**src/rtl/cargador_entradas_pkg.sv**
```systemverilog
// Shared widths and FSM encoding for the entry loader that feeds the hash miner.
// Optional checksum byte per entry is enabled by defining CARGADOR_CHECKSUM_EN.
package cargador_entradas_pkg;

    localparam int ENT_BYTES = 12;
    localparam int ENT_W     = 8 * ENT_BYTES;
    localparam int NUM_ENT   = 4;
    localparam int PTR_W     = 2;
    localparam int CNT_W     = 4;

    typedef enum logic [1:0] {
        IDLE = 2'd0,
        RECV = 2'd1,
        DONE = 2'd2
    } estado_e;

endpackage

```
**src/rtl/cargador_entradas_ensamblador_bytes.sv**
```systemverilog
// Byte counter and shift register building one 96-bit entry MSB-first.
// CARGADOR_CHECKSUM_EN adds a 13th XOR byte per entry, checked on arrival.
module ensamblador_bytes
    import cargador_entradas_pkg::*;
(
    input  logic             clk,
    input  logic             reset,
    input  logic             take_i,
    input  logic             flush_i,
    input  logic [7:0]       byte_i,
    output logic [ENT_W-1:0] word_o,
    output logic             done_o,
    output logic             chk_ok_o
);

`ifdef CARGADOR_CHECKSUM_EN
    localparam logic [CNT_W-1:0] LAST = CNT_W'(ENT_BYTES);
`else
    localparam logic [CNT_W-1:0] LAST = CNT_W'(ENT_BYTES - 1);
`endif

    logic [CNT_W-1:0] cnt_q, cnt_d;
    logic [ENT_W-1:0] word_q, word_d;
    logic [7:0]       acc_q, acc_d;
    logic             data_byte;

    assign done_o = take_i && (cnt_q == LAST);

`ifdef CARGADOR_CHECKSUM_EN
    // The checksum byte is compared, never shifted into the entry.
    assign data_byte = take_i && !done_o;
    assign word_o    = word_q;
    assign chk_ok_o  = (acc_q == byte_i);
`else
    assign data_byte = take_i;
    assign word_o    = {word_q[ENT_W-9:0], byte_i};
    assign chk_ok_o  = 1'b1;
`endif

    always_comb begin
        cnt_d  = cnt_q;
        word_d = word_q;
        acc_d  = acc_q;
        if (data_byte) begin
            word_d = {word_q[ENT_W-9:0], byte_i};
            acc_d  = acc_q ^ byte_i;
        end
        if (flush_i || done_o) begin
            cnt_d = '0;
            acc_d = '0;
        end else if (take_i) begin
            cnt_d = cnt_q + CNT_W'(1);
        end
    end

    always_ff @(posedge clk) begin
        if (reset) begin
            cnt_q  <= '0;
            word_q <= '0;
            acc_q  <= '0;
        end else begin
            cnt_q  <= cnt_d;
            word_q <= word_d;
            acc_q  <= acc_d;
        end
    end

endmodule

```
**src/rtl/cargador_entradas.sv**
```systemverilog
// Entry loader: byte stream in, up to four 96-bit entries out via a registered read port.
// Define CARGADOR_CHECKSUM_EN to require an XOR checksum byte after each entry.
module cargador_entradas
    import cargador_entradas_pkg::*;
(
    input  logic             clk,
    input  logic             reset,
    input  logic [7:0]       byte_in,
    input  logic             byte_valid,
    input  logic             byte_last,
    output logic             byte_ready,
    input  logic             clear,
    input  logic [PTR_W-1:0] rd_ptr,
    output logic [ENT_W-1:0] entrada,
    output logic [PTR_W-1:0] num_entradas,
    output logic             listo,
    output logic             error
);

    estado_e          state_q, state_d;
    logic [PTR_W-1:0] wr_ptr_q, wr_ptr_d;
    logic [PTR_W-1:0] num_q, num_d;
    logic             has_q, has_d;
    logic             err_q, err_d;
    logic [ENT_W-1:0] mem_q [NUM_ENT];
    logic [ENT_W-1:0] rd_q;

    logic             xfer;
    logic             flush;
    logic             done;
    logic             chk_ok;
    logic             commit;
    logic [ENT_W-1:0] word;

    // clear wins over a same-cycle byte, so the byte is refused outright.
    assign byte_ready = !reset && !clear && (state_q != DONE);
    assign xfer       = byte_valid && byte_ready;
    assign flush      = clear || (xfer && byte_last);
    assign commit     = done && chk_ok;

    ensamblador_bytes u_ens (
        .clk      (clk),
        .reset    (reset),
        .take_i   (xfer),
        .flush_i  (flush),
        .byte_i   (byte_in),
        .word_o   (word),
        .done_o   (done),
        .chk_ok_o (chk_ok)
    );

    always_comb begin
        state_d  = state_q;
        wr_ptr_d = wr_ptr_q;
        num_d    = num_q;
        has_d    = has_q;
        err_d    = err_q;
        if (clear) begin
            state_d  = IDLE;
            wr_ptr_d = '0;
            num_d    = '0;
            has_d    = 1'b0;
            err_d    = 1'b0;
        end else if (xfer) begin
            state_d = RECV;
            if (commit) begin
                wr_ptr_d = wr_ptr_q + PTR_W'(1);
                has_d    = 1'b1;
            end
            if (byte_last) begin
                if (commit) begin
                    state_d = DONE;
                    num_d   = wr_ptr_q;
                end else begin
                    err_d = 1'b1;
                    if (has_q) begin
                        state_d = DONE;
                        num_d   = wr_ptr_q - PTR_W'(1);
                    end else begin
                        state_d = IDLE;
                    end
                end
            end else if (commit && wr_ptr_q == PTR_W'(NUM_ENT - 1)) begin
                // Slots full with no end of frame: keep what fits, flag truncation.
                state_d = DONE;
                num_d   = wr_ptr_q;
                err_d   = 1'b1;
            end else if (done && !chk_ok) begin
                err_d = 1'b1;
            end
        end
    end

    always_ff @(posedge clk) begin
        if (reset) begin
            state_q  <= IDLE;
            wr_ptr_q <= '0;
            num_q    <= '0;
            has_q    <= 1'b0;
            err_q    <= 1'b0;
            rd_q     <= '0;
            for (int i = 0; i < NUM_ENT; i++) begin
                mem_q[i] <= '0;
            end
        end else begin
            state_q  <= state_d;
            wr_ptr_q <= wr_ptr_d;
            num_q    <= num_d;
            has_q    <= has_d;
            err_q    <= err_d;
            if (commit) begin
                mem_q[wr_ptr_q] <= word;
            end
            rd_q <= mem_q[rd_ptr];
        end
    end

    assign entrada      = rd_q;
    assign num_entradas = num_q;
    assign listo        = (state_q == DONE);
    assign error        = err_q;

endmodule
```
**config.mk**
```make
export PLATFORM = sky130hd
export DESIGN_NAME = cargador_entradas
export DESIGN_NICKNAME = d
export VERILOG_FILES = /design/src/rtl/cargador_entradas_pkg.sv /design/src/rtl/cargador_entradas_ensamblador_bytes.sv /design/src/rtl/cargador_entradas.sv
export SDC_FILE = /design/constraint.sdc
export NUM_CORES = 1
export LEC_CHECK = 0
export CAP_MARGIN = 20
export CELL_PAD_IN_SITES_DETAIL_PLACEMENT = 1
export CELL_PAD_IN_SITES_GLOBAL_PLACEMENT = 2
export CORE_MARGIN = 2
export CORE_UTILIZATION = 35
export DETAILED_ROUTE_END_ITERATION = 8
export PLACE_DENSITY = 0.76
export SYNTH_ARGS = -nofsm -noshare
export SYNTH_HDL_FRONTEND = slang
export SYNTH_SLANG_ARGS = --single-unit
```
**constraint.sdc**
```tcl
create_clock -name clk -period 8.4 [get_ports clk]
set_input_delay 1.68 -clock clk [delete_from_list [all_inputs] [get_ports clk]]
set_output_delay 1.68 -clock clk [all_outputs]
set_load 0.01 [all_outputs]
```
==> metrics <==
post-detail-place hpwl=28500 um; Worst VDD drop=0.128 mV; I/O pins=116; Via density=4.88; Mean Syn Cell Area=14.3 sq um; Num Clock Sinks=580; total chip power=6.29 mW; run status=complete, no violations; worst hold slack=0.460 ns; clock tree from TritonCTS=yes; proportion of synthesized area in mux cells=0.0960; drt first-iter violations=816; adder-cell share of the synthesized area=0.00110; RSZ-0062 raised after global routing=no; critical path cell sequence=buf_6, or2_0, nor2_1, clkdlybuf4s50_1; clock skew=0.0263 ns; cts hold-fix bufs=0; Post-Syn Area=22700 sq um; Syn Nets=1611; gr ovfl total=0; Seq/Total Area, Yosys=0.680; Area contributors post-synth=edfxtp_1 51%, dfxtp_1 17%, and2_1 9.9%; Synth Area in Compound Gates=0.0239; main combinational cell family by area after synthesis=simple AND/OR/NAND/NOR gates; vias in the first global route=13800; filler instances=6469; fin util=0.416; Multi-input gate area=6810 sq um; ys async rst share=0; WP data arrival=3.72 ns; Cells after Synth=1594; die height=259 um; Initial Util=0.353; Reg clk slew, reported paths=0.05 ns; Synth Area in Simple Gates=0.176; HP Start=error; critical path type=in2out; startpoint types=input port; Slew Limit Fails=0; largest net degree at the start of global routing=102; Area growth syn-to-layout=17.8%; synthesis warning total=0; area share of xor/xnor cells in the synthesized design=0.000771; Setup-failing EPs final=0; crit path time final=5.40 ns; FF+latch count, synth=580; worst hold path type=reg2reg; TritonRoute pass-1 iters=5; port bufs=115; Placeable Area=64300 sq um; Distinct cells, synth=42; critical path data required time=6.72 ns; Fmax=0.185 GHz; share of cells above drive strength 1=0.145; worst-skew pair later-pin latency=0.60 ns; most numerous cell in the Yosys netlist=edfxtp_1; number of remaining DRC errors=0; reg2reg path depth=6; Placed Area=24700 sq um; Worst Setup End Kind=primary output; Reg2Reg Launch Point=u_ens.cnt_q[0]; FP Rows=93; CP max FO=101; Antenna Cells=0; Tcrit/Tclk final=0.643; WL per Instance=20.8 um; Main synth FF type=edfxtp_1; EDFF count, synth=384; flip-flop and latch area=15500 sq um; first-pass GRT wire length=84200 um; Max-Cap Viols=0; Total Routing Usage GR=0.165; Layout Nets=1709; r2r endpoint=mem_q[2][43]; pwr/cell area=235 nW/um^2; DRT antenna net count=0; Post CTS Setup Buffer Count=0; Crit path largest cell delay=0.86 ns; via count=12700; WL final=53900 um; hold endpoint=error; Root Driver=clkbuf_16; htree depth=3; Worst slew margin=0.311; Synth area leader=edfxtp_1; Worst Tran Pin Value=1.03 ns; Fin. Hold Viols=0; most common library cells after synthesis=384 x edfxtp_1, 360 x and2_1, 196 x dfxtp_1; Yosys top cell area share=0.507; global placer's final weighted congestion=0.704; Num CTS Buffers=66; clk buf depth=3; Post-Route Setup TNS=0 ns; die width=259 um; Static Leakage=9.06 nW; Critical-path top delay cell=or2_0; Hold Path Depth=1; DIE AREA=67000 sq um; initial antenna violation count=2; r2r setup slk=4.82 ns; Finished Cell Area=26800 sq um; post-CTS sizing=0
routing by layer:
layer | track usage | vias up | share of wire
li1 | - | 5773 | -
met1 | 0.225 | 6587 | 0.46
met2 | 0.270 | 234 | 0.48
met3 | 0.0317 | 83 | 0.040
met4 | 0.0446 | 0 | 0.021
met5 | 0 | - | 0
power breakdown:
part | internal (mW) | switching [mW] | total [mW]
combinational | 0.167 | 0.183 | 0.350
sequential | 3.17 | 0.0372 | 3.20
clock | 1.61 | 1.13 | 2.74
total | 4.94 | 1.35 | 6.29
layout by cell type (no fill, tap or decap), types with 17 or more instances in the layout:
cell / count
clkdlybuf4s50_1: 112
clkbuf_16: 70
nand2_1: 187
nor2b_1: 96
edfxtp_1: 384
and2_2: 25
dfxtp_1: 196
buf_4: 19
mux4_2: 96
and2_1: 360
a21oi_1: 96
clkbuf_1: 17
state kept, by name (all words and copies together) (netlist names):
register / cells
mem_q: 384
entrada: 96
u_ens.word_q: 88
u_ens.cnt_q: 4
num_entradas: 2
state_q: 2
wr_ptr_q: 2
error: 1
has_q: 1
logic make-up (layout without fill, tap and decap cells):
| kind of cell | Yosys count | in the layout |
|---|---|---|
| mux | 98 | 98 |
| simple gates | 699 | 699 |
| buf+inv | 109 | 257 |
| compound gates | 104 | 104 |
| flops | 580 | 580 |
| xor+xnor | 2 | 2 |
| fa+ha+maj | 2 | 2 |
per-stage QoR:
| stage | worst slack [ns] | instances |
|---|---|---|
| 6_report | 3.00 | 2597 |
| 5_1_grt | 2.68 | 2597 |
| 3_5_place_dp | 2.82 | 2479 |
| 4_1_cts | 2.81 | 2597 |
| 2_1_floorplan | 3.98 | 1594 |
| 3_3_place_gp | 2.93 | 2477 |
worst max-delay path, delay by kind of cell:
| family | cells | cell delay (ns) |
|---|---|---|
| buffers and inverters | 2 | 1.06 |
| AND/OR/NAND/NOR | 2 | 0.96 |
how the worst max path moves through the flow:
stage / from / to / slack (ns) / cells past startpoint
after detailed placement: reset / byte_ready / 2.82 / 4
after global placement: reset / byte_ready / 2.93 / 4
final: reset / byte_ready / 3.00 / 4
after floorplan: clear / mem_q[3][0] / 3.98 / 5
after CTS: reset / byte_ready / 2.81 / 4
after global routing: reset / byte_ready / 2.68 / 4
final cells by class:
type,count,share of cell area
clock buffers,93,0.0709
clock inverters,25,0.00584
inverters,3,0.000421
multi-input cells,905,0.255
flip-flops and latches,580,0.577
well taps,855,0.0400
repair buffers,136,0.0509
No activity file was read; power rests on OpenSTA's default activity.
